## config.mk

```make
export PLATFORM = sky130hd
export DESIGN_NAME = rv32_mod_bus_arbiter_flat
export DESIGN_NICKNAME = d
export VERILOG_FILES = /design/src/rtl/rv32_mod_bus_arbiter_if.sv /design/src/rtl/rv32_mod_bus_arbiter.sv /design/src/flat_wrapper.sv
export SDC_FILE = /design/constraint.sdc
export NUM_CORES = 1
export LEC_CHECK = 0
export ABC_AREA = 1
export ABC_CLOCK_PERIOD_IN_PS = 1800
export CORE_AREA = 5 5 105 107
export DETAILED_ROUTE_END_ITERATION = 7
export DIE_AREA = 0 0 110 112
export PLACE_DENSITY = 0.67
export SYNTH_ARGS = -nofsm -noshare
export SYNTH_HDL_FRONTEND = slang
export SYNTH_SLANG_ARGS = --single-unit
```

## constraint.sdc

```tcl
create_clock -name clk -period 1.8 [get_ports clk]
set_clock_uncertainty 0.05 [all_clocks]
set_input_delay 0.36 -clock clk [delete_from_list [all_inputs] [get_ports clk]]
set_output_delay 0.36 -clock clk [all_outputs]
set_load 0.01 [all_outputs]
```

## src/rtl/rv32_mod_bus_arbiter_if.sv

```systemverilog
// rv32_mod_bus_arbiter_if: bundles the core's fetch port (instr_*), the core's
// load/store port (data_*) and the shared memory port (mem_*) of the bus arbiter.
interface rv32_mod_bus_arbiter_if;
    // Fetch port
    logic        instr_req;
    logic        instr_ack;
    logic        instr_err;
    logic [31:0] instr_addr;
    logic [31:0] instr_data_o;
    // Load/store port
    logic        data_req;
    logic        data_wr;
    logic [3:0]  data_be;
    logic [31:0] data_addr;
    logic [31:0] data_data_i;
    logic        data_ack;
    logic        data_err;
    logic [31:0] data_data_o;
    // Shared memory port
    logic        mem_req;
    logic        mem_wr;
    logic [3:0]  mem_be;
    logic [31:0] mem_addr;
    logic [31:0] mem_data_o;
    logic        mem_ack;
    logic        mem_err;
    logic [31:0] mem_data_i;

    // Arbiter view: answers the core's requests and drives the memory port.
    modport slave (
        input  instr_req, instr_addr,
        input  data_req, data_wr, data_be, data_addr, data_data_i,
        input  mem_ack, mem_err, mem_data_i,
        output instr_ack, instr_err, instr_data_o,
        output data_ack, data_err, data_data_o,
        output mem_req, mem_wr, mem_be, mem_addr, mem_data_o
    );

    // Environment view: the core issuing requests and the memory answering them.
    modport master (
        output instr_req, instr_addr,
        output data_req, data_wr, data_be, data_addr, data_data_i,
        output mem_ack, mem_err, mem_data_i,
        input  instr_ack, instr_err, instr_data_o,
        input  data_ack, data_err, data_data_o,
        input  mem_req, mem_wr, mem_be, mem_addr, mem_data_o
    );
endinterface

```

## src/rtl/rv32_mod_bus_arbiter.sv

```systemverilog
// rv32_mod_bus_arbiter: merges the core's fetch and load/store ports onto one
// memory handshake port. One master is granted at a time and keeps the grant until
// its transaction completes, errors, times out or is abandoned by the master.
// Optional macro RV32_ARB_RESP_REG_EN registers the slave response and returns it
// one cycle later from a RESP state, breaking the combinational mem->core path.
module rv32_mod_bus_arbiter #(
    parameter bit          DATA_PRIORITY  = 1'b1,
    parameter int unsigned TIMEOUT_CYCLES = 0,
    parameter int unsigned CNT_W          = 8
) (
    input  logic                  clk,
    input  logic                  reset,
    rv32_mod_bus_arbiter_if.slave bus
);

    localparam bit               TimeoutEn  = (TIMEOUT_CYCLES != 0);
    localparam logic [CNT_W-1:0] TimeoutVal = CNT_W'(TIMEOUT_CYCLES);

    // Encoding of last_grant_q
    localparam logic GrantInstr = 1'b0;
    localparam logic GrantData  = 1'b1;

`ifdef RV32_ARB_RESP_REG_EN
    typedef enum logic [1:0] {
        StIdle = 2'd0,
        StGntI = 2'd1,
        StGntD = 2'd2,
        StResp = 2'd3
    } state_e;
`else
    typedef enum logic [1:0] {
        StIdle = 2'd0,
        StGntI = 2'd1,
        StGntD = 2'd2
    } state_e;
`endif

    state_e           state_q;
    logic             last_grant_q;
    logic [CNT_W-1:0] cnt_q;

`ifdef RV32_ARB_RESP_REG_EN
    logic             resp_ack_q;
    logic             resp_err_q;
    logic [31:0]      resp_data_q;
`endif

    logic gnt_req;
    logic mem_done;
    logic timeout_hit;
    logic pick_data;

    // Granted master still requesting; mem_* outputs are gated by this.
    assign gnt_req  = ((state_q == StGntI) && bus.instr_req) ||
                      ((state_q == StGntD) && bus.data_req);
    assign mem_done = bus.mem_ack || bus.mem_err;

    // Timeout fires when the counter reaches the limit with no slave response.
    always_comb begin
        timeout_hit = 1'b0;
        if (TimeoutEn && gnt_req && !mem_done) begin
            timeout_hit = (cnt_q == TimeoutVal);
        end
    end

    // Winner selection for the next grant out of IDLE.
    always_comb begin
        pick_data = 1'b0;
        if (bus.data_req && !bus.instr_req) begin
            pick_data = 1'b1;
        end else if (bus.instr_req && !bus.data_req) begin
            pick_data = 1'b0;
        end else if (DATA_PRIORITY) begin
            pick_data = 1'b1;
        end else begin
            // Round-robin: the master that was not granted last time wins.
            pick_data = (last_grant_q == GrantInstr);
        end
    end

    // FSM: grant selection, completion/abort/timeout handling, timeout counter.
    always_ff @(posedge clk or negedge reset) begin
        if (!reset) begin
            state_q      <= StIdle;
            last_grant_q <= GrantData;
            cnt_q        <= '0;
`ifdef RV32_ARB_RESP_REG_EN
            resp_ack_q   <= 1'b0;
            resp_err_q   <= 1'b0;
            resp_data_q  <= '0;
`endif
        end else begin
            unique case (state_q)
                StIdle: begin
                    if (bus.instr_req || bus.data_req) begin
                        state_q      <= pick_data ? StGntD : StGntI;
                        last_grant_q <= pick_data ? GrantData : GrantInstr;
                        cnt_q        <= '0;
                    end
                end
                StGntI, StGntD: begin
                    if (mem_done) begin
`ifdef RV32_ARB_RESP_REG_EN
                        state_q     <= StResp;
                        // Error wins over a simultaneous ack.
                        resp_ack_q  <= bus.mem_ack && !bus.mem_err;
                        resp_err_q  <= bus.mem_err;
                        resp_data_q <= bus.mem_data_i;
`else
                        state_q     <= StIdle;
`endif
                    end else if (timeout_hit || !gnt_req) begin
                        state_q <= StIdle;
                    end else if (TimeoutEn) begin
                        cnt_q <= cnt_q + 1'b1;
                    end
                end
`ifdef RV32_ARB_RESP_REG_EN
                StResp: begin
                    state_q     <= StIdle;
                    resp_ack_q  <= 1'b0;
                    resp_err_q  <= 1'b0;
                    resp_data_q <= '0;
                end
`endif
                default: state_q <= StIdle;
            endcase
        end
    end

    // Output steering: memory port from the granted master, response to it only.
    always_comb begin
        bus.mem_req      = 1'b0;
        bus.mem_wr       = 1'b0;
        bus.mem_be       = 4'h0;
        bus.mem_addr     = '0;
        bus.mem_data_o   = '0;
        bus.instr_ack    = 1'b0;
        bus.instr_err    = 1'b0;
        bus.instr_data_o = '0;
        bus.data_ack     = 1'b0;
        bus.data_err     = 1'b0;
        bus.data_data_o  = '0;
        unique case (state_q)
            StGntI: begin
                if (bus.instr_req) begin
                    bus.mem_req  = !timeout_hit;
                    bus.mem_be   = 4'hF;
                    bus.mem_addr = bus.instr_addr;
                end
`ifdef RV32_ARB_RESP_REG_EN
                bus.instr_err    = timeout_hit;
`else
                bus.instr_ack    = bus.mem_ack && !bus.mem_err;
                bus.instr_err    = bus.mem_err || timeout_hit;
                bus.instr_data_o = bus.mem_data_i;
`endif
            end
            StGntD: begin
                if (bus.data_req) begin
                    bus.mem_req    = !timeout_hit;
                    bus.mem_wr     = bus.data_wr;
                    bus.mem_be     = bus.data_be;
                    bus.mem_addr   = bus.data_addr;
                    bus.mem_data_o = bus.data_data_i;
                end
`ifdef RV32_ARB_RESP_REG_EN
                bus.data_err    = timeout_hit;
`else
                bus.data_ack    = bus.mem_ack && !bus.mem_err;
                bus.data_err    = bus.mem_err || timeout_hit;
                bus.data_data_o = bus.mem_data_i;
`endif
            end
`ifdef RV32_ARB_RESP_REG_EN
            StResp: begin
                if (last_grant_q == GrantData) begin
                    bus.data_ack    = resp_ack_q;
                    bus.data_err    = resp_err_q;
                    bus.data_data_o = resp_data_q;
                end else begin
                    bus.instr_ack    = resp_ack_q;
                    bus.instr_err    = resp_err_q;
                    bus.instr_data_o = resp_data_q;
                end
            end
`endif
            default: ;
        endcase
    end

endmodule

```

## src/flat_wrapper.sv

```systemverilog
// flat-port wrapper written by rule: the top's interface ports become plain ports
module rv32_mod_bus_arbiter_flat 
#(
    parameter bit          DATA_PRIORITY  = 1'b1,
    parameter int unsigned TIMEOUT_CYCLES = 0,
    parameter int unsigned CNT_W          = 8
)
  (clk, reset, bus_instr_req, bus_instr_addr, bus_data_req, bus_data_wr, bus_data_be, bus_data_addr, bus_data_data_i, bus_mem_ack, bus_mem_err, bus_mem_data_i, bus_instr_ack, bus_instr_err, bus_instr_data_o, bus_data_ack, bus_data_err, bus_data_data_o, bus_mem_req, bus_mem_wr, bus_mem_be, bus_mem_addr, bus_mem_data_o);
  rv32_mod_bus_arbiter_if bus_i ();
  input  logic clk;
  input  logic reset;
  input wire logic [$bits(bus_i.instr_req)-1:0] bus_instr_req;
  input wire logic [$bits(bus_i.instr_addr)-1:0] bus_instr_addr;
  input wire logic [$bits(bus_i.data_req)-1:0] bus_data_req;
  input wire logic [$bits(bus_i.data_wr)-1:0] bus_data_wr;
  input wire logic [$bits(bus_i.data_be)-1:0] bus_data_be;
  input wire logic [$bits(bus_i.data_addr)-1:0] bus_data_addr;
  input wire logic [$bits(bus_i.data_data_i)-1:0] bus_data_data_i;
  input wire logic [$bits(bus_i.mem_ack)-1:0] bus_mem_ack;
  input wire logic [$bits(bus_i.mem_err)-1:0] bus_mem_err;
  input wire logic [$bits(bus_i.mem_data_i)-1:0] bus_mem_data_i;
  output wire logic [$bits(bus_i.instr_ack)-1:0] bus_instr_ack;
  output wire logic [$bits(bus_i.instr_err)-1:0] bus_instr_err;
  output wire logic [$bits(bus_i.instr_data_o)-1:0] bus_instr_data_o;
  output wire logic [$bits(bus_i.data_ack)-1:0] bus_data_ack;
  output wire logic [$bits(bus_i.data_err)-1:0] bus_data_err;
  output wire logic [$bits(bus_i.data_data_o)-1:0] bus_data_data_o;
  output wire logic [$bits(bus_i.mem_req)-1:0] bus_mem_req;
  output wire logic [$bits(bus_i.mem_wr)-1:0] bus_mem_wr;
  output wire logic [$bits(bus_i.mem_be)-1:0] bus_mem_be;
  output wire logic [$bits(bus_i.mem_addr)-1:0] bus_mem_addr;
  output wire logic [$bits(bus_i.mem_data_o)-1:0] bus_mem_data_o;
  assign bus_i.instr_req = bus_instr_req;
  assign bus_i.instr_addr = bus_instr_addr;
  assign bus_i.data_req = bus_data_req;
  assign bus_i.data_wr = bus_data_wr;
  assign bus_i.data_be = bus_data_be;
  assign bus_i.data_addr = bus_data_addr;
  assign bus_i.data_data_i = bus_data_data_i;
  assign bus_i.mem_ack = bus_mem_ack;
  assign bus_i.mem_err = bus_mem_err;
  assign bus_i.mem_data_i = bus_mem_data_i;
  assign bus_instr_ack = bus_i.instr_ack;
  assign bus_instr_err = bus_i.instr_err;
  assign bus_instr_data_o = bus_i.instr_data_o;
  assign bus_data_ack = bus_i.data_ack;
  assign bus_data_err = bus_i.data_err;
  assign bus_data_data_o = bus_i.data_data_o;
  assign bus_mem_req = bus_i.mem_req;
  assign bus_mem_wr = bus_i.mem_wr;
  assign bus_mem_be = bus_i.mem_be;
  assign bus_mem_addr = bus_i.mem_addr;
  assign bus_mem_data_o = bus_i.mem_data_o;
  rv32_mod_bus_arbiter #(.DATA_PRIORITY(DATA_PRIORITY), .TIMEOUT_CYCLES(TIMEOUT_CYCLES), .CNT_W(CNT_W)) u_core (.clk(clk), .reset(reset), .bus(bus_i));
endmodule
```

After elaboration in Yosys (flattened, before gate mapping) --
Index checks and enable logic that the tools add are counted.
Word-level totals: bits in registers 2, input bits 139, output and inout bits 138, word-level logic and storage cells 45
Operators by class: equality and inequality tests 4, muxes and demuxes 26, reductions and logical operators 14
Operators with widths (count):
- $mux W32 | 6
- $pmux W32 S2 | 1
- $mux W1 | 10
- $mux W2 | 4
- $mux W4 | 2
- $pmux W4 S2 | 1
- $logic_and A1 B1 Y1 | 5
- $pmux W2 S2 | 1
- $logic_not A1 Y1 | 3
- $logic_or A1 B1 Y1 | 3
- $ne A3 B3 Y1 const B | 1
- $eq A2 B1 Y1 const B | 1
- $eq A2 B2 Y1 const B | 1
- $logic_not A2 Y1 | 1
- $ne A2 B1 Y1 const B | 1
- $pmux W1 S2 | 1
- $reduce_and A2 Y1 | 1
- $reduce_or A2 Y1 | 1

Longest topological paths before layout --
Gate-level depths: netlist of the first run.
depth in word-level cells 7, depth in mapped cells 9, gate-level depth less buffers 8

Worst setup path before layout of the first run --
No wires, ideal clock.
kind register -> output, from register u_core.state_q[1], to output bus_instr_ack, arrival 1.246 ns, path slack 0.144 ns, stages on the path, launching flop included 6, cell sequence dfrtp_1 inv_1 ha_1 buf_4 buf_2 nor3b_1
Between the ends: longest elaborated chain between the ends 2
Ends and longest elaborated chain:
- start, declared | RTL line rv32_mod_bus_arbiter.sv:38 | state_e state_q;
- start signal, assigned | RTL line rv32_mod_bus_arbiter.sv:84 | state_q <= StIdle;
- start signal, assigned | RTL line rv32_mod_bus_arbiter.sv:96 | state_q <= pick_data ? StGntD : StGntI;
- start signal, assigned | RTL line rv32_mod_bus_arbiter.sv:110 | state_q <= StIdle;
- $eq A2 B1 Y1 | RTL line rv32_mod_bus_arbiter.sv:144 | unique case (state_q)
- $mux W1 | RTL line rv32_mod_bus_arbiter.sv:144
- end, declared | RTL line flat_wrapper.sv:22 | output wire logic [$bits(bus_i.instr_ack)-1:0] bus_instr_ack;
Every way passes these cells.

Final worst setup path of the first run --
from register u_core.state_q[0], to output bus_mem_addr[22]
Between the ends: longest elaborated chain between the ends 2, elaborated cells on any way between the ends 3, those cells by class eq/ne: 2; mux: 1
Ends and longest elaborated chain:
- $eq A2 B2 Y1 / $eq A2 B1 Y1 (equally long branches) | RTL line rv32_mod_bus_arbiter.sv:144
- $pmux W32 S2 (*) | RTL line rv32_mod_bus_arbiter.sv:144
- end, declared | RTL line flat_wrapper.sv:31 | output wire logic [$bits(bus_i.mem_addr)-1:0] bus_mem_addr;
Every way passes the cells marked *; elsewhere a longest branch is shown, timed or not.

==> reports/metrics.cfg, run 1 <==
[yosys]
synth_compound_area_frac = 0.126
synth_ff_type = dfrtp_1
yosysUniqueCellTypes = 15
synth_edf_count = 0
synth_nets = 507
synth_mux_area_frac = 0
yosys-top-cells-area = inv_1 (22%), nand2_1 (17%), nand3_1 (16%)
synthAdderAreaFrac = 0.0354
synthTopCellsByCount = inv_1 (104), nand2_1 (78), nand3_1 (56)
yosysTopAreaCellShare = 0.221
synth_area_per_cell_um2 = 4.87
synth-simple-area-share = 0.479
ys_async_sr_fraction = 1.00
synth_top_family_by_area = simple AND/OR/NAND/NOR gates
synth-xor-area-share = 0
yosysMostFrequentCell = inv_1
synth_cells = 363
synth_warnings = 0
ys_seq_area_frac = 0.0283
synth_top_area_cell = inv_1
synth-seq-cells = 2
synth_area_um2 = 1770

[timing]
hold_viol = 0
relSlewSlack = 0.744
slew_violations = 0
layout_min_cycle_time_ns = 2.07
fin_crit_sh = 1.15
rsz0062_at_grt = true
layout_setup_ws_ns = -0.266
maxClockFrequency_ghz = 0.484
hold_slack_ns = 0.272
fin_tns_setup_ns = -21.31
worst_pin_slew_ns = 0.384
setup_violations = 138

[power]
p_seq_frac = 0.018
p_sw_frac = 0.433
peakVddDrop_mv = 0.372
power_density_nw_per_um2 = 564
comb_power_share = 0.933
intPower_w = 0.00208
switching_power_w = 0.00158
p_leak_nw = 3.43
clock_power_share = 0.049

[cts]
cts_root_buf = clkbuf_8
insertion_delay_ns = 0.21
cts_tree = built
clk_path_buf_depth = 2
htreeDepth = 1
clk_pin_slew_ns = 0.03
cts_buffers = 3
cts_sinks = 2

[cells_and_area]
diodes = 0
reg_top3 = u_core.state_q (2)
finish.instance_area_um2 = 6490
area_growth_pct = 267
layout.cells.non_filler = 822
fillers = 827
regMostFlops = u_core.state_q
largest_register_ffs = 2
final_nets = 832
drive_gt1_frac = 0.640

[floorplan]
row_count = 37
core_um2 = 10000
fp.dieH_um = 112
start_util = 0.176
die_x_um = 110
dieArea_um2 = 12300
io_pins = 277

[grt]
track_usage = 0.210
overflow = 0
grt_pass1_vias = 3761
antenna_found_initial = 0
grt_max_degree = 27
grt_pass1_wl_um = 20100

[place]
gp_congestion = 0.878
dpl.cell_count = 769
post-place-ws_ns = -0.600
placed_area_um2 = 4810
dpl.hpwl_um = 8850
numPortBuffers = 276

[setup_path]
path_class = flop to output pin
crit_slowest_cell = dfrtp_2
cpMostUsedCell = buf_6
end_kind = output pin
crit_arrival_ns = 1.66
required_ns = 1.39
cp_cell_sequence = inv_4 -> buf_6 -> ha_4 -> clkinv_8 -> buf_16 -> a21oi_4 -> buf_6
critPathMaxStageDelay_ns = 0.41
start_kind = flop
cp_max_fo = 8

[outcome]
violations = setup timing
outcome = finished, violations left

[min_path]
hold_class = input pin to async pin

[route]
drt-wirelength-per-cell_um = 18.6
wl_um = 15300
drc = 0
viasPerCell = 4.47
first_pass_iters = 4
drt_iter0_drc = 144
vias = 3671
ant_nets = 0

[job]
max_cap_violations = 0

cells by family after synthesis:
| kind of cell | Yosys count |
|---|---|
| AO/OA/AOI/OAI | 37 |
| adder cells (fa/ha/maj) | 5 |
| buffers and inverters | 134 |
| flip-flops | 2 |
| AND/OR/NAND/NOR | 185 |
power by group through the flow:
stage                     Combinational (W)  Clock [W]  Sequential (W)
after floorplan                    0.000742          0       0.0000600
after global routing                0.00359   0.000196       0.0000674
after CTS                           0.00285   0.000186       0.0000637
after detailed placement            0.00185          0       0.0000610
after global placement              0.00183          0       0.0000605
final                               0.00342   0.000180       0.0000659
layout by cell type (no fill, tap or decap), types with 19 or more instances in the layout:
cell / synthesis / final
inv_2: 1 / 63
inv_1: 104 / 39
a21oi_2: 10 / 27
clkdlybuf4s50_1: 0 / 137
buf_2: 15 / 58
nand2_4: 0 / 54
buf_6: 3 / 101
nor2_2: 0 / 19
nand3_1: 56 / 49
what timing repair did:
item | in CTS | in global routing
setup endpoints to repair | 138 | 140
pin swaps | 3 | 4
setup buffers | 26 | 8
hold buffers | 0 | 0
gates resized for setup | 721 | 257
cloned | 18 | 4
critical path: cells and delay by family, from the launching register on:
family                     cells  cell delay [ns]
DFF                            1             0.41
AOI/OAI and AO/OA              1             0.14
adders and majority gates      1             0.29
buffers and inverters          5             0.59
layout make-up:
| class | count | area, µm² | share of cell area |
|---|---|---|---|
| inverters | 105 | 412 | 0.0634 |
| clock buffers | 3 | 41.3 | 0.00636 |
| multi-input cells | 227 | 1980 | 0.305 |
| flip-flops and latches | 2 | 51.3 | 0.00790 |
| repair buffers | 349 | 3840 | 0.591 |
| well taps | 136 | 170 | 0.0262 |
through the flow:
step	power, W	util
after floorplan	0.000802	-
after global placement	0.00189	0.479
after detailed placement	0.00191	0.479
after CTS	0.00310	0.545
after global routing	0.00385	0.646
final	0.00366	0.646
routing by layer:
metal | track usage | up-vias | part of all wire | wire length (µm)
met5 | 0 | - | 0 | 0
met2 | 0.393 | 193 | 0.53 | 8090
met3 | 0.0464 | 48 | 0.082 | 1250
met4 | 0.101 | 0 | 0.039 | 603
met1 | 0.214 | 1698 | 0.35 | 5330
li1 | - | 1732 | - | -
path summary, 6_finish.rpt:
check / start / end / slack, ns / depth (start not counted)
worst max-delay path: u_core.state_q[0]$_DFFE_PN0P_ / bus_mem_addr[22] / -0.27 / 7
worst min-delay path: reset / u_core.state_q[1]$_DFFE_PN0P_ / 0.27 / 1
worst max register to register: u_core.state_q[1]$_DFFE_PN0P_ / u_core.state_q[0]$_DFFE_PN0P_ / 0.12 / 10
worst min register to register: u_core.state_q[0]$_DFFE_PN0P_ / u_core.state_q[0]$_DFFE_PN0P_ / 0.52 / 2
max in group asynchronous: reset / u_core.state_q[0]$_DFFE_PN0P_ / 1.28 / 1
min in group clk: u_core.state_q[0]$_DFFE_PN0P_ / u_core.state_q[0]$_DFFE_PN0P_ / 0.52 / 2
(Power assumes the default switching activity.)
==> run 2, diff against run 1 <==
--- a/config.mk
+++ b/config.mk
@@ -7,10 +7,11 @@
 export LEC_CHECK = 0
 export ABC_AREA = 1
 export ABC_CLOCK_PERIOD_IN_PS = 1800
-export CORE_AREA = 5 5 105 107
+export CORE_AREA = 2 2 108 110
 export DETAILED_ROUTE_END_ITERATION = 7
 export DIE_AREA = 0 0 110 112
-export PLACE_DENSITY = 0.67
+export PLACE_DENSITY = 0.59
 export SYNTH_ARGS = -nofsm -noshare
 export SYNTH_HDL_FRONTEND = slang
 export SYNTH_SLANG_ARGS = --single-unit
+export TNS_END_PERCENT = 5
==> run 2 against run 1 <==
The flow still finishes with violations (setup timing). Clock power increased by 87%. Combinational power decreased by 37%. Sequential power decreased by 4.7%. Die area unchanged. Sequential cell count unchanged. Non-clock buffer count decreased by 31. First-iteration DRC count increased by 20%. Final area decreased by 22%. Fmax increased by 2.2%. Hold slack got worse by 0.012 ns. Largest power group unchanged. Critical endpoint is now bus_mem_addr[19]. Global-route usage decreased by 5.0 points. Power decreased by 31%.
==> reports/metrics.cfg, run 2 (synthesized netlist as in run 1, its figures left out) <==
[cells_and_area]
final_cell_mix = clkdlybuf4s50_1 (136), inv_1 (99), buf_2 (92)
final_util = 0.452
final_common_cell = clkdlybuf4s50_1
drive_gt1_frac = 0.383
final_nets = 801
reg_top3 = u_core.state_q (2)
diodes = 0
regMostFlops = u_core.state_q
largest_register_ffs = 2
fillers = 1167
layout.cells.non_filler = 798
area_growth_pct = 186

[outcome]
violations = setup timing
outcome = finished, violations left

[cts]
insertion_delay_ns = 0.22
htreeDepth = 1
cts_sinks = 2
clk_path_buf_depth = 2
cts_buffers = 3
cts_root_buf = clkbuf_16
cts_tree = built
clk_pin_slew_ns = 0.03

[setup_path]
path_class = flop to output pin
end_kind = output pin
cp_max_fo = 8
start_kind = flop
required_ns = 1.39
reg2reg_slack_ns = 0.16
crit_arrival_ns = 1.61
r2r_cells = 10

[power]
power_density_nw_per_um2 = 504
p_leak_nw = 2.78
power_w = 0.00254
peakVddDrop_mv = 0.181

[route]
first_pass_iters = 4
vias = 3329
viasPerCell = 4.17
wl_um = 11000
drt-wirelength-per-cell_um = 13.8
drt_iter0_drc = 173
drc = 0
ant_nets = 0

[min_path]
hold_class = input pin to async pin

[timing]
layout_setup_ws_ns = -0.222
layout_min_cycle_time_ns = 2.02
worst_pin_slew_ns = 0.220
fin_crit_sh = 1.12
slew_violations = 0
setup_violations = 137
rsz0062_at_grt = true
relSlewSlack = 0.853
hold_slack_ns = 0.260
maxClockFrequency_ghz = 0.495
hold_viol = 0

[place]
dpl.cell_count = 781
gp_congestion = 0.794
numPortBuffers = 276
dpl.hpwl_um = 8200

[floorplan]
fp.dieH_um = 112
core_um2 = 11200
die_x_um = 110
start_util = 0.158
dieArea_um2 = 12300
io_pins = 277
row_count = 39

[grt]
grt_max_degree = 34
track_usage = 0.160
grt_pass1_vias = 3281
overflow = 0
antenna_found_initial = 0
grt_pass1_wl_um = 15900

[job]
max_cap_violations = 0

run 2: cell types whose count changed in the layout (fill, tap and decap cells not counted), sizes merged, moves of 2 or more:
cell           change
buf               -61
clkdlybuf4s15     +27
bufbuf             +2
dlygate4sd2        +2
run 2: per-stage QoR:
step,TNS (ns),cell area (µm²),setup slack (ns)
6_report,-16.25,5050,-0.222
5_1_grt,-25.57,5050,-0.292
3_5_place_dp,-57.21,4830,-0.593
2_1_floorplan,0,1770,0.144
4_1_cts,-14.98,4750,-0.226
3_3_place_gp,-55.43,4830,-0.582
run 2: critical path, stage by stage (launching register included):
cell	delay, ns
dfrtp_1	0.41
inv_2	0.13
ha_4	0.20
bufbuf_16	0.28
nand3_1	0.09
a21oi_2	0.14
buf_2	0.14
run 2: path summary, 6_finish.rpt:
check	from	end
worst max-delay path	u_core.state_q[1]$_DFFE_PN0P_	bus_mem_addr[19]
worst min-delay path	reset	u_core.state_q[1]$_DFFE_PN0P_
worst max register to register	u_core.state_q[0]$_DFFE_PN0P_	u_core.state_q[0]$_DFFE_PN0P_
worst min register to register	u_core.state_q[1]$_DFFE_PN0P_	u_core.state_q[1]$_DFFE_PN0P_
max in group asynchronous	reset	u_core.state_q[0]$_DFFE_PN0P_
min in group clk	u_core.state_q[1]$_DFFE_PN0P_	u_core.state_q[1]$_DFFE_PN0P_
run 2: cell type report:
cell class,count,area (µm²),share of cell area
clock buffer,3,75.1,0.0149
inverter,105,399,0.0791
tap,143,179,0.0355
timing repair buffer,318,2980,0.590
sequential,2,50.0,0.00992
multi-input combinational,227,1370,0.271
run 2: per-layer routing:
layer	global-route usage	wire (µm)	up-vias
li1	-	-	1662
met1	0.162	3910	1474
met2	0.319	5800	176
met3	0.0310	1070	17
met4	0.0439	199	0
met5	0	0	-
run 2: timing repair:
item,4_1_cts,5_1_grt
hold buffers,0,0
resized for setup,545,68
cloned,5,3
setup buffers,4,4
setup endpoints to repair,138,137
pin swaps,4,13
run 2: power by group:
group          switching [W]  total (W)  internal, W
clock network      0.0000540   0.000337     0.000283
registers         0.00000980  0.0000628    0.0000530
logic               0.000991    0.00214      0.00115
total                0.00105    0.00254      0.00149
